===== config.mk =====
export PLATFORM = sky130hd
export DESIGN_NAME = vga_sync_decoder_flat
export DESIGN_NICKNAME = d
export VERILOG_FILES = /design/src/rtl/vga_sync_decoder_if.sv /design/src/rtl/vga_sync_decoder.sv /design/src/flat_wrapper.sv
export SDC_FILE = /design/constraint.sdc
export NUM_CORES = 1
export LEC_CHECK = 0
export ABC_CLOCK_PERIOD_IN_PS = 3100
export CORE_UTILIZATION = 47
export CTS_BUF_LIST = sky130_fd_sc_hd__clkbuf_4
export DETAILED_ROUTE_END_ITERATION = 6
export PLACE_DENSITY = 0.8
export SYNTH_ARGS = -nofsm -noshare
export SYNTH_HDL_FRONTEND = slang
export SYNTH_SLANG_ARGS = --single-unit

===== constraint.sdc =====
create_clock -name clock_25mhz -period 3.1 [get_ports clock_25mhz]
set_input_delay 0.62 -clock clock_25mhz [delete_from_list [all_inputs] [get_ports clock_25mhz]]
set_output_delay 0.62 -clock clock_25mhz [all_outputs]
set_load 0.02 [all_outputs]

===== src/rtl/vga_sync_decoder_if.sv =====
// vga_sync_decoder_if -- sync inputs and recovered-timing outputs of the VGA sync decoder.
//   master : sync source / timing consumer (drives hsync_in, vsync_in; observes the rest)
//   slave  : the decoder (samples hsync_in, vsync_in; drives counts, flags, error report)
//   hsync_in, vsync_in : active-high sync pulses
//   rx_hcount, rx_vcount : recovered pixel / line index (10 bits)
//   rx_display_area    : recovered active-video flag
//   locked             : timing verified
//   frame_start        : one-cycle pulse per vsync rising edge
//   sync_error         : one-cycle pulse per detected violation
//   error_code         : cause of the most recent sync_error
interface vga_sync_decoder_if;
  localparam int unsigned CNT_W = 10;
  localparam int unsigned ERR_W = 3;

  logic             hsync_in;
  logic             vsync_in;
  logic [CNT_W-1:0] rx_hcount;
  logic [CNT_W-1:0] rx_vcount;
  logic             rx_display_area;
  logic             locked;
  logic             frame_start;
  logic             sync_error;
  logic [ERR_W-1:0] error_code;

  modport master (
    output hsync_in,
    output vsync_in,
    input  rx_hcount,
    input  rx_vcount,
    input  rx_display_area,
    input  locked,
    input  frame_start,
    input  sync_error,
    input  error_code
  );

  modport slave (
    input  hsync_in,
    input  vsync_in,
    output rx_hcount,
    output rx_vcount,
    output rx_display_area,
    output locked,
    output frame_start,
    output sync_error,
    output error_code
  );
endinterface


===== src/rtl/vga_sync_decoder.sv =====
// vga_sync_decoder -- recovers pixel/line counters from incoming VGA sync pulses,
// verifies line/frame geometry and declares lock after LOCK_FRAMES good frames.
//   clock_25mhz : sole clock, rising edge
//   reset_sync  : synchronous active-high reset
//   sync_bus    : vga_sync_decoder_if.slave (hsync_in/vsync_in in; counts, display
//                 flag, locked, frame_start, sync_error, error_code out, all registered)
module vga_sync_decoder #(
  parameter int unsigned H_TOTAL     = 800,
  parameter int unsigned H_SYNC      = 96,
  parameter int unsigned H_START     = 144,
  parameter int unsigned H_END       = 784,
  parameter int unsigned V_TOTAL     = 525,
  parameter int unsigned V_SYNC      = 2,
  parameter int unsigned V_START     = 35,
  parameter int unsigned V_END       = 515,
  parameter int unsigned LOCK_FRAMES = 2
) (
  input  logic              clock_25mhz,
  input  logic              reset_sync,
  vga_sync_decoder_if.slave sync_bus
);

  localparam int unsigned CNT_W  = 10;
  localparam int unsigned CMP_W  = CNT_W + 1;
  localparam int unsigned ERR_W  = 3;
  localparam int unsigned GOOD_W = (LOCK_FRAMES < 2) ? 1 : $clog2(LOCK_FRAMES + 1);

  localparam logic [CNT_W-1:0] CNT_SAT = {CNT_W{1'b1}};
  localparam logic [CNT_W-1:0] H_LAST  = CNT_W'(H_TOTAL - 1);
  localparam logic [CNT_W-1:0] HS_LAST = CNT_W'(H_SYNC - 1);
  localparam logic [CNT_W-1:0] V_LAST  = CNT_W'(V_TOTAL - 1);
  localparam logic [CNT_W-1:0] VS_LAST = CNT_W'(V_SYNC - 1);

  // Window bounds carry one extra bit so an END of 1024 still compares correctly.
  localparam logic [CMP_W-1:0] H_LO = CMP_W'(H_START);
  localparam logic [CMP_W-1:0] H_HI = CMP_W'(H_END);
  localparam logic [CMP_W-1:0] V_LO = CMP_W'(V_START);
  localparam logic [CMP_W-1:0] V_HI = CMP_W'(V_END);

  localparam logic [GOOD_W-1:0] GOOD_TARGET = GOOD_W'(LOCK_FRAMES);

  localparam logic [1:0] ST_SEARCH = 2'b00;
  localparam logic [1:0] ST_VERIFY = 2'b01;
  localparam logic [1:0] ST_LOCKED = 2'b10;

  localparam logic [ERR_W-1:0] ERR_NONE        = ERR_W'(0);
  localparam logic [ERR_W-1:0] ERR_LINE_LEN    = ERR_W'(1);
  localparam logic [ERR_W-1:0] ERR_HSYNC_WIDTH = ERR_W'(2);
  localparam logic [ERR_W-1:0] ERR_FRAME_LEN   = ERR_W'(3);
  localparam logic [ERR_W-1:0] ERR_VSYNC_WIDTH = ERR_W'(4);
  localparam logic [ERR_W-1:0] ERR_TIMEOUT     = ERR_W'(5);

  logic              h_prev;
  logic              v_prev;
  logic [CNT_W-1:0]  hcount_q;
  logic [CNT_W-1:0]  vcount_q;
  logic [1:0]        state_q;
  logic [GOOD_W-1:0] good_cnt_q;
  logic              locked_q;
  logic              display_q;
  logic              frame_start_q;
  logic              sync_error_q;
  logic [ERR_W-1:0]  error_code_q;

  logic              h_rise;
  logic              h_fall;
  logic              v_rise;
  logic              v_fall;
  logic [CNT_W-1:0]  hcount_d;
  logic [CNT_W-1:0]  vcount_d;
  logic              chk_fail;
  logic [ERR_W-1:0]  chk_code;
  logic [1:0]        state_d;
  logic [GOOD_W-1:0] good_cnt_d;
  logic [GOOD_W-1:0] good_cnt_inc;
  logic              locked_d;
  logic              display_d;
  logic              sync_error_d;
  logic [ERR_W-1:0]  error_code_d;

  // Sync edge detection; vertical edges only count at a line start so that
  // vsync is always judged against a whole number of lines.
  always_comb begin
    h_rise = sync_bus.hsync_in & ~h_prev;
    h_fall = ~sync_bus.hsync_in & h_prev;
    v_rise = h_rise & sync_bus.vsync_in & ~v_prev;
    v_fall = h_rise & ~sync_bus.vsync_in & v_prev;
  end

  // Recovered counters: hcount restarts on every line start, vcount on frame start.
  always_comb begin
    hcount_d = (hcount_q == CNT_SAT) ? CNT_SAT : hcount_q + CNT_W'(1);
    vcount_d = vcount_q;
    if (h_rise) begin
      hcount_d = '0;
      if (v_rise) begin
        vcount_d = '0;
      end else if (vcount_q != CNT_SAT) begin
        vcount_d = vcount_q + CNT_W'(1);
      end
    end
  end

  // Geometry checks against the counts as they stood before this edge;
  // the lowest-numbered cause wins when several fire together.
  always_comb begin
    chk_code = ERR_NONE;
    if (h_rise && (hcount_q != H_LAST)) begin
      chk_code = ERR_LINE_LEN;
    end else if (h_fall && (hcount_q != HS_LAST)) begin
      chk_code = ERR_HSYNC_WIDTH;
    end else if (v_rise && (vcount_q != V_LAST)) begin
      chk_code = ERR_FRAME_LEN;
    end else if (v_fall && (vcount_q != VS_LAST)) begin
      chk_code = ERR_VSYNC_WIDTH;
    end else if ((hcount_q == CNT_SAT) || (vcount_q == CNT_SAT)) begin
      chk_code = ERR_TIMEOUT;
    end
    chk_fail = (chk_code != ERR_NONE);
  end

  // Lock FSM next state plus next values of the registered status outputs.
  always_comb begin
    state_d      = state_q;
    good_cnt_d   = good_cnt_q;
    good_cnt_inc = good_cnt_q + GOOD_W'(1);
    sync_error_d = 1'b0;
    error_code_d = error_code_q;

    case (state_q)
      ST_SEARCH: begin
        if (v_rise) begin
          state_d    = ST_VERIFY;
          good_cnt_d = '0;
        end
      end
      ST_VERIFY: begin
        if (chk_fail) begin
          state_d      = ST_SEARCH;
          good_cnt_d   = '0;
          sync_error_d = 1'b1;
          error_code_d = chk_code;
        end else if (v_rise) begin
          good_cnt_d = good_cnt_inc;
          if (good_cnt_inc >= GOOD_TARGET) begin
            state_d = ST_LOCKED;
          end
        end
      end
      ST_LOCKED: begin
        if (chk_fail) begin
          state_d      = ST_SEARCH;
          good_cnt_d   = '0;
          sync_error_d = 1'b1;
          error_code_d = chk_code;
        end
      end
      default: begin
        state_d    = ST_SEARCH;
        good_cnt_d = '0;
      end
    endcase

    // Display flag is built from next-cycle values so it stays registered yet
    // always agrees with the locked/count outputs of the same cycle.
    locked_d  = (state_d == ST_LOCKED);
    display_d = locked_d
              & ({1'b0, hcount_d} >= H_LO) & ({1'b0, hcount_d} < H_HI)
              & ({1'b0, vcount_d} >= V_LO) & ({1'b0, vcount_d} < V_HI);
  end

  // FSM state register.
  always_ff @(posedge clock_25mhz) begin
    if (reset_sync) begin
      state_q    <= ST_SEARCH;
      good_cnt_q <= '0;
    end else begin
      state_q    <= state_d;
      good_cnt_q <= good_cnt_d;
    end
  end

  // Sync history, counters and output registers.
  always_ff @(posedge clock_25mhz) begin
    if (reset_sync) begin
      h_prev        <= 1'b0;
      v_prev        <= 1'b0;
      hcount_q      <= '0;
      vcount_q      <= '0;
      locked_q      <= 1'b0;
      display_q     <= 1'b0;
      frame_start_q <= 1'b0;
      sync_error_q  <= 1'b0;
      error_code_q  <= ERR_NONE;
    end else begin
      h_prev        <= sync_bus.hsync_in;
      v_prev        <= sync_bus.vsync_in;
      hcount_q      <= hcount_d;
      vcount_q      <= vcount_d;
      locked_q      <= locked_d;
      display_q     <= display_d;
      frame_start_q <= v_rise;
      sync_error_q  <= sync_error_d;
      error_code_q  <= error_code_d;
    end
  end

  assign sync_bus.rx_hcount       = hcount_q;
  assign sync_bus.rx_vcount       = vcount_q;
  assign sync_bus.rx_display_area = display_q;
  assign sync_bus.locked          = locked_q;
  assign sync_bus.frame_start     = frame_start_q;
  assign sync_bus.sync_error      = sync_error_q;
  assign sync_bus.error_code      = error_code_q;

endmodule

===== src/flat_wrapper.sv =====
// flat-port wrapper written by rule: the top's interface ports become plain ports
module vga_sync_decoder_flat 
#(
  parameter int unsigned H_TOTAL     = 800,
  parameter int unsigned H_SYNC      = 96,
  parameter int unsigned H_START     = 144,
  parameter int unsigned H_END       = 784,
  parameter int unsigned V_TOTAL     = 525,
  parameter int unsigned V_SYNC      = 2,
  parameter int unsigned V_START     = 35,
  parameter int unsigned V_END       = 515,
  parameter int unsigned LOCK_FRAMES = 2
)
  (clock_25mhz, reset_sync, sync_bus_hsync_in, sync_bus_vsync_in, sync_bus_rx_hcount, sync_bus_rx_vcount, sync_bus_rx_display_area, sync_bus_locked, sync_bus_frame_start, sync_bus_sync_error, sync_bus_error_code);
  vga_sync_decoder_if sync_bus_i ();
  input  logic clock_25mhz;
  input  logic reset_sync;
  input wire logic [$bits(sync_bus_i.hsync_in)-1:0] sync_bus_hsync_in;
  input wire logic [$bits(sync_bus_i.vsync_in)-1:0] sync_bus_vsync_in;
  output wire logic [$bits(sync_bus_i.rx_hcount)-1:0] sync_bus_rx_hcount;
  output wire logic [$bits(sync_bus_i.rx_vcount)-1:0] sync_bus_rx_vcount;
  output wire logic [$bits(sync_bus_i.rx_display_area)-1:0] sync_bus_rx_display_area;
  output wire logic [$bits(sync_bus_i.locked)-1:0] sync_bus_locked;
  output wire logic [$bits(sync_bus_i.frame_start)-1:0] sync_bus_frame_start;
  output wire logic [$bits(sync_bus_i.sync_error)-1:0] sync_bus_sync_error;
  output wire logic [$bits(sync_bus_i.error_code)-1:0] sync_bus_error_code;
  assign sync_bus_i.hsync_in = sync_bus_hsync_in;
  assign sync_bus_i.vsync_in = sync_bus_vsync_in;
  assign sync_bus_rx_hcount = sync_bus_i.rx_hcount;
  assign sync_bus_rx_vcount = sync_bus_i.rx_vcount;
  assign sync_bus_rx_display_area = sync_bus_i.rx_display_area;
  assign sync_bus_locked = sync_bus_i.locked;
  assign sync_bus_frame_start = sync_bus_i.frame_start;
  assign sync_bus_sync_error = sync_bus_i.sync_error;
  assign sync_bus_error_code = sync_bus_i.error_code;
  vga_sync_decoder #(.H_TOTAL(H_TOTAL), .H_SYNC(H_SYNC), .H_START(H_START), .H_END(H_END), .V_TOTAL(V_TOTAL), .V_SYNC(V_SYNC), .V_START(V_START), .V_END(V_END), .LOCK_FRAMES(LOCK_FRAMES)) u_core (.clock_25mhz(clock_25mhz), .reset_sync(reset_sync), .sync_bus(sync_bus_i));
endmodule

## Word-level counts from Yosys, hierarchy flattened

Index checks and enable logic that the tools add are counted.

| cells by class | value |
|---|---|
| magnitude comparators | 5 |
| mux-type cells | 22 |
| reduce and logical (&&, ||, !) cells | 11 |
| bitwise gates (word level) | 15 |
| eq/ne operators | 13 |
| $add $sub $neg | 3 |

Operator list:

| cell | count |
|---|---|
| 10-bit two-way mux | 5 |
| 10-bit != test (second input constant) | 3 |
| 10-bit by 1-bit adder with 10-bit output (second input constant) | 2 |
| 10-bit equality test (second input constant) | 2 |
| 10-bit less-than comparator (second input constant) | 2 |
| 2-bit two-way mux | 9 |
| 3-bit two-way mux | 5 |
| 2-bit case mux with 3 select lines | 2 |
| 1-bit AND | 10 |
| 10-bit by 6-bit >= comparator with 1-bit output (second input constant) | 1 |
| 10-bit by 8-bit >= comparator with 1-bit output (second input constant) | 1 |
| 10-bit by 1-bit != test with 1-bit output (second input constant) | 1 |
| 10-bit by 7-bit != test with 1-bit output (second input constant) | 1 |
| 1-bit inverter | 5 |
| 2-bit equality test (second input constant) | 2 |
| 1-bit logical AND | 4 |
| 2-bit by 1-bit != test with 1-bit output (second input constant) | 2 |
| 2-bit OR reduction | 2 |
| 3-bit by 1-bit != test with 1-bit output (second input constant) | 1 |
| 3-bit AND reduction | 1 |
| 3-bit nonzero test | 1 |
| 2-bit by 1-bit adder with 2-bit output (second input constant) | 1 |
| 2-bit by 1-bit equality test with 1-bit output (second input constant) | 1 |
| 2-bit >= comparator (second input constant) | 1 |
| 4 further kinds | 4 |

| storage, ports and cells | value |
|---|---|
| register bits after elaboration | 33 |
| logic and storage cells | 80 |

## Logic depth before layout (Yosys ltp)

Gate-level depths: netlist of run 1.

| depth | value |
|---|---|
| depth after elaboration | 17 |
| depth in mapped cells | 9 |
| depth with buffers taken out | 9 |

## Worst setup path before layout of run 1

OpenSTA, ideal clock, no wires.

| timing | value |
|---|---|
| kind | reg2reg |
| start | register u_core.hcount_q[0], in the netlist u_core.sync_bus.rx_hcount[0] |
| end | register u_core.good_cnt_q[1] |
| required time | 3.026 ns |
| path slack | 0.594 ns |
| cell stages (with the launch flop) | 9 |
| arrival | 2.432 ns |
| library setup time | 0.074 ns |
| clock period less this slack | 2.506 ns |
| cells stage by stage | dfxtp_1 > ha_1 > nand4_2 > o41ai_2 > nand3_4 > nor2_4 > nand2_1 > or4_1 > a31oi_1 |

| between the ends | value |
|---|---|
| word-level cells in the longest chain between the ends | 10 |
| elaborated cells between the ends (all ways) | 17 |
| classes of those cells | eq/ne (5); mux (7); reduce/logical (5) |

Ends and longest elaborated chain:

| item | RTL line | text |
|---|---|---|
| start, declared | vga_sync_decoder.sv:55 | `logic [CNT_W-1:0] hcount_q;` |
| start signal, assigned | vga_sync_decoder.sv:198 | `hcount_q <= hcount_d;` |
| 10-bit equality test | vga_sync_decoder.sv:116 | `end else if ((hcount_q == CNT_SAT) \|\| (vcount_q == CNT_SAT)) begin` |
| 1-bit logical OR | vga_sync_decoder.sv:116 |  |
| 3-bit two-way mux | vga_sync_decoder.sv:116 |  |
| 3-bit two-way mux | vga_sync_decoder.sv:114 | `end else if (v_fall && (vcount_q != VS_LAST)) begin` |
| 3-bit two-way mux | vga_sync_decoder.sv:112 | `end else if (v_rise && (vcount_q != V_LAST)) begin` |
| 3-bit two-way mux | vga_sync_decoder.sv:110 | `end else if (h_fall && (hcount_q != HS_LAST)) begin` |
| 3-bit two-way mux * | vga_sync_decoder.sv:108 | `if (h_rise && (hcount_q != H_LAST)) begin` |
| 3-bit nonzero test * | vga_sync_decoder.sv:119 | `chk_fail = (chk_code != ERR_NONE);` |
| 3-bit by 1-bit != test with 1-bit output (no source line), or another cell as far along | n/a |  |
| 3-bit AND reduction (no source line) or 2-bit case mux with 3 select lines (tied branches) | n/a |  |
| end signal, assigned | vga_sync_decoder.sv:179 | `good_cnt_q <= good_cnt_d;` |
| end, declared | vga_sync_decoder.sv:58 | `logic [GOOD_W-1:0] good_cnt_q;` |

Mark *: on every way between the ends. The rest lies on a longest branch, timed or not.
A chain may end at the register's enable or synchronous reset.

## Worst setup path in the final report of run 1

Same ends and word-level chain as after synthesis.

==> impl_table.tex, run 1 <==
\begin{tabular}{lr}
\hline
Metric & Value \\
\hline
\multicolumn{2}{l}{\textbf{Timing}} \\
Fmax & between 0.3 and 0.4 GHz \\
Final TNS setup & 0 ps \\
Clk\_skew & 24.9 ps \\
Unrepaired setup endpoints after global routing & no \\
Post-route fraction of the period consumed by the critical path & 0.852 \\
Max-Slew Margin vs Limit & 0.675 \\
Worst hold margin & between 500 and 600 ps \\
Max-slew violation count & 0 \\
Count of final setup violators & 0 \\
Post-route minimum period & about 2600 ps \\
Final hold violation count & 0 \\
Actual transition at the worst max-transition pin & roughly 480 ps \\
\multicolumn{2}{l}{\textbf{Setup path}} \\
Critical Path Slowest Stage Cell & sky130\_fd\_sc\_hd\_\_o41ai\_2 \\
Category of cells accounting for the largest share of critical-path delay & simple AND/OR/NAND/NOR gates \\
Type of the setup path with the least slack & flop to flop \\
Internal reg-to-reg setup slack & 460 ps \\
Crit-path cells & ha\_1, nand4\_2, o41ai\_2, nand3\_4, nor2\_4, nand2\_1, or4\_1, a31oi\_1 \\
Buffer and inverter count on the worst path & 0 \\
Required time of the critical path & 3360 ps \\
Worst-path maximum fanout & 6 \\
Kind of end point of the critical path & flop \\
Slowest cell delay on critical path & 560 ps \\
Type of element launching the critical path & flop \\
CP Data Arrival Time & around 2900 ps \\
\multicolumn{2}{l}{\textbf{Global routing}} \\
Antenna violations before repair & 0 \\
Total global-route track usage & 0.226 \\
Pin count of the biggest net entering global routing & 22 \\
Vias in the first global route & $\sim$1700 \\
Global-route wire length before repair & around 7500 um \\
Overflow left after global routing & 0 \\
\multicolumn{2}{l}{\textbf{Cells and area}} \\
Ant. Diodes & 0 \\
Fraction of layout cells with a size suffix above 1 & 0.104 \\
\# nets final & 261 \\
Signed area change from the synthesized netlist to the final layout & 20.7\% \\
FILL cells & between 300 and 400 \\
\multicolumn{2}{l}{\textbf{Placed design}} \\
Post-DP HPWL & around 3100 um \\
Count of input and output buffers & 30 \\
Placer's final routability congestion estimate & 0.861 \\
\multicolumn{2}{l}{\textbf{Clock network}} \\
Sinks on the clock net & 33 \\
Clock-pin slew on the worst setup and hold paths & $\sim$100 ps \\
Post-cts repair resize count & 0 \\
CTS H-Tree Depth & 2 \\
Source-to-sink clock delay at the later pin of the worst-skew pair & 350 ps \\
Root Driver & sky130\_fd\_sc\_hd\_\_clkbuf\_4 \\
Clock tree from TritonCTS & yes \\
TritonCTS Buffers & 5 \\
Setup bufs post-CTS & 0 \\
Clock Path Buffers & 2 \\
Hold buffer count at cts & 0 \\
\multicolumn{2}{l}{\textbf{Route}} \\
Final WL & roughly 4300 um \\
DRC violation count after routing & 0 \\
Vias & approximately 1700 \\
Initial DRC Count & between 90 and 100 \\
Remaining number of nets flagged by the antenna check after routing & 0 \\
Average vias per placed instance & about 5.8 \\
Number of detailed-route iterations in the first pass & 4 \\
Routed WL per cell & around 15 um \\
\multicolumn{2}{l}{\textbf{Synthesis}} \\
Number of synthesized register bits & 33 \\
Synthesized area divided by synthesized cell count & approximately 8.7 sq um \\
Net count of the mapped netlist & $\sim$230 \\
Mux cell area share after synthesis & 0.0104 \\
Post-synthesis share of cell area spent on full adders, half adders and majority gates & 0.0521 \\
Post-synthesis cell count & 220 \\
Fraction of post-synthesis cell area in the top cell type by area & 0.344 \\
Number of synthesized flops with an enable pin & 0 \\
Proportion of synthesized chip area in sequential cells & 0.344 \\
Count of unique library cells instantiated by Yosys & 61 \\
Cells taking the most area after synthesis & sky130\_fd\_sc\_hd\_\_dfxtp\_1 (34\%), sky130\_fd\_sc\_hd\_\_ha\_1 (5.2\%), sky130\_fd\_sc\_hd\_\_nor2\_1 (4.1\%) \\
Most used flip-flop cell after synthesis & sky130\_fd\_sc\_hd\_\_dfxtp\_1 \\
Synth warnings & 0 \\
Xor/xnor share of the synthesized area & 0.0319 \\
Combinational family with the most area after synthesis & simple AND/OR/NAND/NOR gates \\
Post-synthesis compound-gate area fraction & 0.231 \\
Proportion of synthesized flip-flops having asynchronous set or reset & 0 \\
Total standard cell area after synthesis & about 1900 sq um \\
Synth area leader & sky130\_fd\_sc\_hd\_\_dfxtp\_1 \\
Simple-gate portion of the synthesized area & 0.277 \\
\multicolumn{2}{l}{\textbf{Worst hold path}} \\
Hold Path Class & flop to flop \\
\multicolumn{2}{l}{\textbf{Floorplanning}} \\
Initial standard-cell utilization of the core & 0.506 \\
Top-Level Pins & 31 \\
\# rows & 22 \\
Die width & about 66 um \\
Die height & 65.9 um \\
Overall die area & approximately 4300 sq um \\
Placeable core area & 3800 sq um \\
\multicolumn{2}{l}{\textbf{Power and ir drop}} \\
Power density over the cells & 372 nW/um\^{}2 \\
Lkg Pwr & approximately 0.84 nW \\
Worst ir drop on vdd & 0.000236 V \\
\multicolumn{2}{l}{\textbf{Job}} \\
Max-cap violations & 0 \\
\multicolumn{2}{l}{\textbf{Outcome}} \\
Status & finished, final reports clean \\
\hline
\end{tabular}
==> cell usage in the layout, fill, tap and decap left out, types with 8 or more instances in the layout <==
cell type,n
sky130_fd_sc_hd__inv_1,14
sky130_fd_sc_hd__nand2_1,14
sky130_fd_sc_hd__clkdlybuf4s50_1,30
sky130_fd_sc_hd__nor2_1,21
sky130_fd_sc_hd__nand3_1,10
sky130_fd_sc_hd__a31oi_1,8
sky130_fd_sc_hd__ha_1,8
sky130_fd_sc_hd__o21ai_0,9
sky130_fd_sc_hd__dfxtp_1,33
sky130_fd_sc_hd__a21oi_1,14
==> cells by family (layout without fill, tap and decap cells) <==
family,after synthesis,in the layout
buffers and inverters,23,53
adder cells (fa/ha/maj),8,8
AND/OR/NAND/NOR,90,90
AO/OA/AOI/OAI,57,57
XOR/XNOR,7,7
multiplexers,2,2
flip-flops,33,33
==> routing by layer <==
layer | up-vias | track usage | routed length (um)
met5 | - | 0 | 0
met4 | 0 | 0.122 | 93
met3 | 9 | 0.0448 | 199
met2 | 49 | 0.379 | 2010
met1 | 794 | 0.269 | 2020
li1 | 870 | - | -
==> through the flow <==
| stage | total power, mW | utilization | instances | cell area (sq um) | setup WS [ps] |
|---|---|---|---|---|---|
| after detailed placement | 0.546 | 0.589 | 290 | 2240 | 300 |
| after global routing | 0.897 | 0.610 | 298 | 2320 | 284 |
| after floorplan | 0.517 | - | 220 | 1920 | 594 |
| after global placement | 0.544 | 0.589 | 290 | 2240 | 391 |
| final | 0.862 | 0.610 | 298 | 2320 | 458 |
| after CTS | 0.869 | 0.610 | 298 | 2320 | 454 |
==> report_power, final <==
| group | leakage, nW | switching [mW] | internal [mW] |
|---|---|---|---|
| logic | 0.525 | 0.0542 | 0.0408 |
| registers | 0.267 | 0.0102 | 0.432 |
| clock network | 0.0433 | 0.149 | 0.177 |
| total | 0.836 | 0.213 | 0.649 |
==> cell type report <==
| class | count | area [sq um] | area share |
|---|---|---|---|
| multi-input combinational | 164 | 1160 | 0.499 |
| sequential | 33 | 661 | 0.285 |
| timing repair buffer | 31 | 308 | 0.133 |
| tap | 48 | 60.1 | 0.0259 |
| inverter | 14 | 52.6 | 0.0227 |
| clock buffer | 6 | 45.0 | 0.0194 |
| clock inverter | 2 | 33.8 | 0.0146 |
==> sequential cells by signal, summed over array words and instances (netlist names) <==
signal and cells:
u_core.sync_bus.rx_display_area 1, u_core.sync_bus.rx_vcount 10, u_core.sync_bus.sync_error 1, u_core.v_prev 1, u_core.sync_bus.locked 1, u_core.sync_bus.rx_hcount 10
u_core.state_q 2, u_core.sync_bus.frame_start 1, u_core.sync_bus.error_code 3, u_core.good_cnt_q 2, u_core.h_prev 1
==> worst min-delay path, cell delays in order (launching register included) <==
cell,delay [ps]
sky130_fd_sc_hd__dfxtp_1,360
sky130_fd_sc_hd__nand2_1,70
sky130_fd_sc_hd__a21oi_1,50
==> final timing paths <==
check	end	depth (start not counted)	startpoint
worst max-delay path	u_core.good_cnt_q[1]$_SDFFE_PP0P_	8	u_core.sync_bus.rx_hcount[0]$_SDFF_PP0_
worst min-delay path	u_core.good_cnt_q[0]$_SDFFE_PP0P_	2	u_core.good_cnt_q[0]$_SDFFE_PP0P_
worst max register to register	u_core.good_cnt_q[1]$_SDFFE_PP0P_	8	u_core.sync_bus.rx_hcount[0]$_SDFF_PP0_
worst min register to register	u_core.good_cnt_q[0]$_SDFFE_PP0P_	2	u_core.good_cnt_q[0]$_SDFFE_PP0P_
==> synth_stat cells (2+ instances only) <==
master	n
sky130_fd_sc_hd__a211oi_1	4
sky130_fd_sc_hd__a21boi_0	2
sky130_fd_sc_hd__a21oi_1	14
sky130_fd_sc_hd__a311o_1	2
sky130_fd_sc_hd__a31oi_1	8
sky130_fd_sc_hd__and2_1	2
sky130_fd_sc_hd__and3_1	4
sky130_fd_sc_hd__and4_1	3
sky130_fd_sc_hd__buf_4	2
sky130_fd_sc_hd__clkbuf_1	4
sky130_fd_sc_hd__dfxtp_1	33
sky130_fd_sc_hd__ha_1	8
sky130_fd_sc_hd__inv_1	14
sky130_fd_sc_hd__mux2i_1	2
sky130_fd_sc_hd__nand2_1	14
sky130_fd_sc_hd__nand2b_1	2
sky130_fd_sc_hd__nand3_1	10
sky130_fd_sc_hd__nand4_1	4
sky130_fd_sc_hd__nand4bb_1	2
sky130_fd_sc_hd__nor2_1	21
sky130_fd_sc_hd__nor3_1	6
sky130_fd_sc_hd__nor4_1	2
sky130_fd_sc_hd__o21ai_0	9
sky130_fd_sc_hd__o31ai_4	2
sky130_fd_sc_hd__or2_2	2
sky130_fd_sc_hd__or4_1	3
sky130_fd_sc_hd__xnor2_1	7
Power figures use the tool's default switching activity.
==> run 2, diff against run 1 <==
Settings changed: SETUP_SLACK_MARGIN from default to 0.02.
==> results of run 2 <==
The final DEF is identical to that of run 1; final timing and power are the same.
==> patch 1 (settings of run 1) <==
`LOCK_FRAMES` is set to 2 in 2 places; all go to 4.
--- a/src/rtl/vga_sync_decoder.sv
+++ b/src/rtl/vga_sync_decoder.sv
@@ -14,5 +14,5 @@
   parameter int unsigned V_START     = 35,
   parameter int unsigned V_END       = 515,
-  parameter int unsigned LOCK_FRAMES = 2
+  parameter int unsigned LOCK_FRAMES = 4
 ) (
   input  logic              clock_25mhz,
--- a/src/flat_wrapper.sv
+++ b/src/flat_wrapper.sv
@@ -10,5 +10,5 @@
   parameter int unsigned V_START     = 35,
   parameter int unsigned V_END       = 515,
-  parameter int unsigned LOCK_FRAMES = 2
+  parameter int unsigned LOCK_FRAMES = 4
 )
   (clock_25mhz, reset_sync, sync_bus_hsync_in, sync_bus_vsync_in, sync_bus_rx_hcount, sync_bus_rx_vcount, sync_bus_rx_display_area, sync_bus_locked, sync_bus_frame_start, sync_bus_sync_error, sync_bus_error_code);
Behaviour: same outputs for any inputs over 10 cycles, from zero or initial values and one cycle with reset_sync high; that may be too few to reach the edited logic, so the function may still have changed.
==> patch 1 against run 1 <==
Design area rose by 5.7%. Largest power group unchanged. Sequential cell count is 1 higher. Combinational power increased by 9%. Worst hold slack worse by 0.025 ns. Area after synthesis up 7.1%. Routed wire length is 16% higher. Utilization is 1.1 points lower. Power down 6.6%. Clock skew decreased by 0.016 ns. Cell count up 7.7%. Worst setup slack improved by 0.027 ns. Fmax grew 1.0%.
==> patch 1: results (changes against run 1) <==
1st-pass router iterations 4 (unchanged); Iter 0 DRT Violations 151 (+62%); Avg Cell Area, Syn 8.57 um2 (-1.8%); dpl cell area 2390 um2 (+7.0%); Critical Path Max Stage Delay 0.64 ns (+0.08 ns); All-Layer GR Usage 23.7% (+1.1 points); diodes inserted 0 (unchanged); Synth top cells by count 34 x dfxtp_1, 20 x nor2_1, 19 x nand2_1; largest net degree at the start of global routing 16 (-27%); post-DP HPWL 3660 um (+17%); Crit Path Max Fanout 10 (+4); CP top delay family simple AND/OR/NAND/NOR gates; post-synth net total 253 (+9.1%); Slowest-stage cell, CP or3_1; Cell variety after synth 62 (+1.6%); setup skew after layout 0.00905 ns (-0.0159 ns); measured slew at the worst slew-check pin 0.538 ns (+0.0567 ns); share of cells above drive strength 1 9.96% (-0.44 points); wire length per cell 15.7 um (+8.1%); vias in the first global route 1687 (-1.5%); nets 283 (+8.4%); CTS resizes 0 (unchanged); Seq/Total Area, Yosys 33.1% (-1.3 points); Cells after DPL 313 (+7.9%); Max IR drop VDD 249 uV (+5.7%); final std cells w/o fill 321 (+7.7%); Post-Place Setup Slack 0.279 ns (-0.0211 ns); Leak 0.872 nW (+4.3%); first-pass GRT wire length 7960 um (+6.8%); Via density 5.94 (+2.9%); status finished clean; Routability Congestion 0.923 (+7.2%); top cells by area, synth dfxtp_1 33%, ha_1 5.5%, a21oi_1 4.1%
[patch 1: changes by cell type after synthesis, sizes merged, moves of 5 or more]
cell,before,now
a31oi,8,2
nand2,14,19
xor2,0,6
nor2b,0,6
[patch 1: logic make-up after synthesis]
family          synth area share (%)
xor+xnor                        3.83
flops                           33.1
mux                             1.46
fa+ha+maj                       5.47
buf+inv                         4.68
compound gates                  22.0
simple gates                    29.5
[patch 1: final timing paths]
path / to / start / slack (ns)
max reg2reg: u_core.sync_bus.rx_display_area / u_core.sync_bus.rx_hcount[0] / 0.48
min: u_core.sync_bus.error_code[0] / u_core.sync_bus.error_code[0] / 0.50
min reg2reg: u_core.sync_bus.error_code[0] / u_core.sync_bus.error_code[0] / 0.50
max: u_core.sync_bus.rx_display_area / u_core.sync_bus.rx_hcount[0] / 0.48
[patch 1: layout make-up]
type,instances,area [um2]
Sequential cell,34,681
Multi-Input combinational cell,184,1280
Inverter,11,41.3
Tap cell,50,62.6
Clock buffer,5,37.5
Fill cell,373,1640
Clock inverter,3,16.3
Timing Repair Buffer,34,330
[patch 1: worst register-to-register path, stage by stage (launching register included)]
cell and delay, ns:
dfxtp_1 0.46, ha_1 0.24, nand3_1 0.29, or3_1 0.64
and2_1 0.30, nand2_1 0.15, o41ai_1 0.12, a211oi_2 0.18
and4_1 0.19
[patch 1: metal layers]
metal  wire, um  share of wire, %  track usage [%]  vias to the layer above
met3        270               5.4             5.33                        4
met2       2290                46             34.8                       52
met1       2400                48             32.6                      905
met4         68               1.4             10.9                        0
met5          0                 0                0                        -
li1           -                 -                -                      947
[patch 1: where the power goes]
| part | internal (mW) | switching, mW |
|---|---|---|
| registers | 0.445 | 0.0124 |
| clock network | 0.0844 | 0.159 |
| logic | 0.0442 | 0.0594 |
| total | 0.574 | 0.231 |
==> patch 2 (flow settings as in run 1) <==
Without the edit above. Reset style: asynchronous (`reset_sync`), changed in 2 clocked blocks. Comments in the files are not updated.
--- a/src/rtl/vga_sync_decoder.sv
+++ b/src/rtl/vga_sync_decoder.sv
@@ -171,5 +171,5 @@
 
   // FSM state register.
-  always_ff @(posedge clock_25mhz) begin
+  always_ff @(posedge clock_25mhz or posedge reset_sync) begin
     if (reset_sync) begin
       state_q    <= ST_SEARCH;
@@ -182,5 +182,5 @@
 
   // Sync history, counters and output registers.
-  always_ff @(posedge clock_25mhz) begin
+  always_ff @(posedge clock_25mhz or posedge reset_sync) begin
     if (reset_sync) begin
       h_prev        <= 1'b0;
Check against the original RTL: differs if reset_sync is asserted again (counterexample within 4 cycles, from zero or initial values and one cycle with reset_sync high); with reset_sync held inactive, the same outputs for 10 cycles.
==> patch 2 against run 1 <==
Critical path depth down 1. Worst setup slack better by 0.018 ns. Design area up 6.6%. Area after synthesis up 5.5%. Sequential cell count unchanged. Routed wire length up 2.7%. Highest routed layer unchanged.
Power is not compared: it rests on default switching activity, and its combinational part moved more than twofold at a synthesized area within 25%.
==> patch 2: results (changes against run 1) <==
All-Layer GR Usage 22.5% (-0.13 points); setup skew after layout 0.00874 ns (-0.0162 ns); Worst Hold Depth 1 (-1); Via density 5.81 (+0.46%); Final min period 2.62 ns (-0.0182 ns); Mapped Cells 217 (-1.4%); Iter 0 DRT Violations 139 (+49%); WL met2 2070 um (+3.1%); status finished clean; met1 Track Usage GR 28.7% (+1.8 points); measured slew at the worst slew-check pin 0.516 ns (+0.0342 ns); FF-to-FF setup slack 0.48 ns (+0.02 ns); Async SR Flop Fraction 100% (+100 points); Slowest-stage cell, CP dfrtp_1; first-pass GRT wire length 7650 um (+2.7%); worst hold slack 0.532 ns (+0.0112 ns); Crit Reg-Reg Startpoint u_core.sync_bus.rx_hcount[0]; worst r2r dst u_core.sync_bus.rx_display_area; M2 GR Usage 36.4% (-1.5 points); Crit path arrival time 2.91 ns (about the same); Routability Congestion 0.852 (-1.1%); share of cells above drive strength 1 11.7% (+1.3 points); Synth top cells by count 33 x dfrtp_1, 18 x nand2_1, 15 x a21oi_1, 15 x inv_1; CP top delay family compound AO/OA/AOI/OAI gates; met3 routed WL 167 um (-16%); DRT Wirelength 4440 um (+2.7%); post-synth net total 229 (-1.3%); GR Layer Usage met3 4.56% (+0.078 points); Hold Startpoint u_core.sync_bus.error_code[1]; dpl cell area 2370 um2 (+5.8%); vias in the first global route 1674 (-2.2%); largest net degree at the start of global routing 34 (+55%); Post-Place Setup Slack 0.260 ns (-0.0398 ns)
## patch 2: cells by family (layout without fill, tap and decap cells)
group | count (synthesis) | in the layout | synth area share [%]
compound gates | 56 | 56 | 20.4
simple gates | 81 | 81 | 22.9
fa+ha+maj | 8 | 8 | 4.94
buf+inv | 27 | 58 | 5.74
xor+xnor | 10 | 10 | 4.32
flops | 33 | 33 | 40.7
mux | 2 | 2 | 0.988
## patch 2: worst register-to-register path: stages (launching register included)
cell and delay (ns):
dfrtp_1 0.50, ha_1 0.23, and3_1 0.45, nand3_1 0.39, a21oi_1 0.28, nand2_1 0.07, a311oi_1 0.43, o311a_1 0.23
## patch 2: power groups by stage
stage               Combinational (mW)  Sequential (mW)  Clock, mW
global route                     0.501            0.595      0.432
global placement                 0.445            0.585          0
floorplan                        0.223            0.640          0
finish                           0.456            0.581      0.405
CTS                              0.458            0.582      0.414
detailed placement               0.454            0.589          0
## patch 2: worst max-delay path by stage
stage | start | depth (start not counted) | end
floorplan | u_core.sync_bus.rx_vcount[0] | 9 | u_core.sync_bus.rx_display_area
global placement | sync_bus_hsync_in | 8 | u_core.sync_bus.rx_display_area
detailed placement | sync_bus_hsync_in | 8 | u_core.sync_bus.rx_display_area
CTS | u_core.sync_bus.rx_hcount[0] | 7 | u_core.sync_bus.rx_display_area
global route | u_core.sync_bus.rx_hcount[0] | 7 | u_core.sync_bus.rx_display_area
finish | u_core.sync_bus.rx_hcount[0] | 7 | u_core.sync_bus.rx_display_area
## patch 2: layout make-up
type | instances | area (um2)
Clock buffer | 5 | 37.5
Clock inverter | 3 | 65.1
Fill cell | 362 | 1590
Inverter | 15 | 56.3
Multi-Input combinational cell | 157 | 1080
Sequential cell | 33 | 826
Tap cell | 50 | 62.6
Timing Repair Buffer | 35 | 338
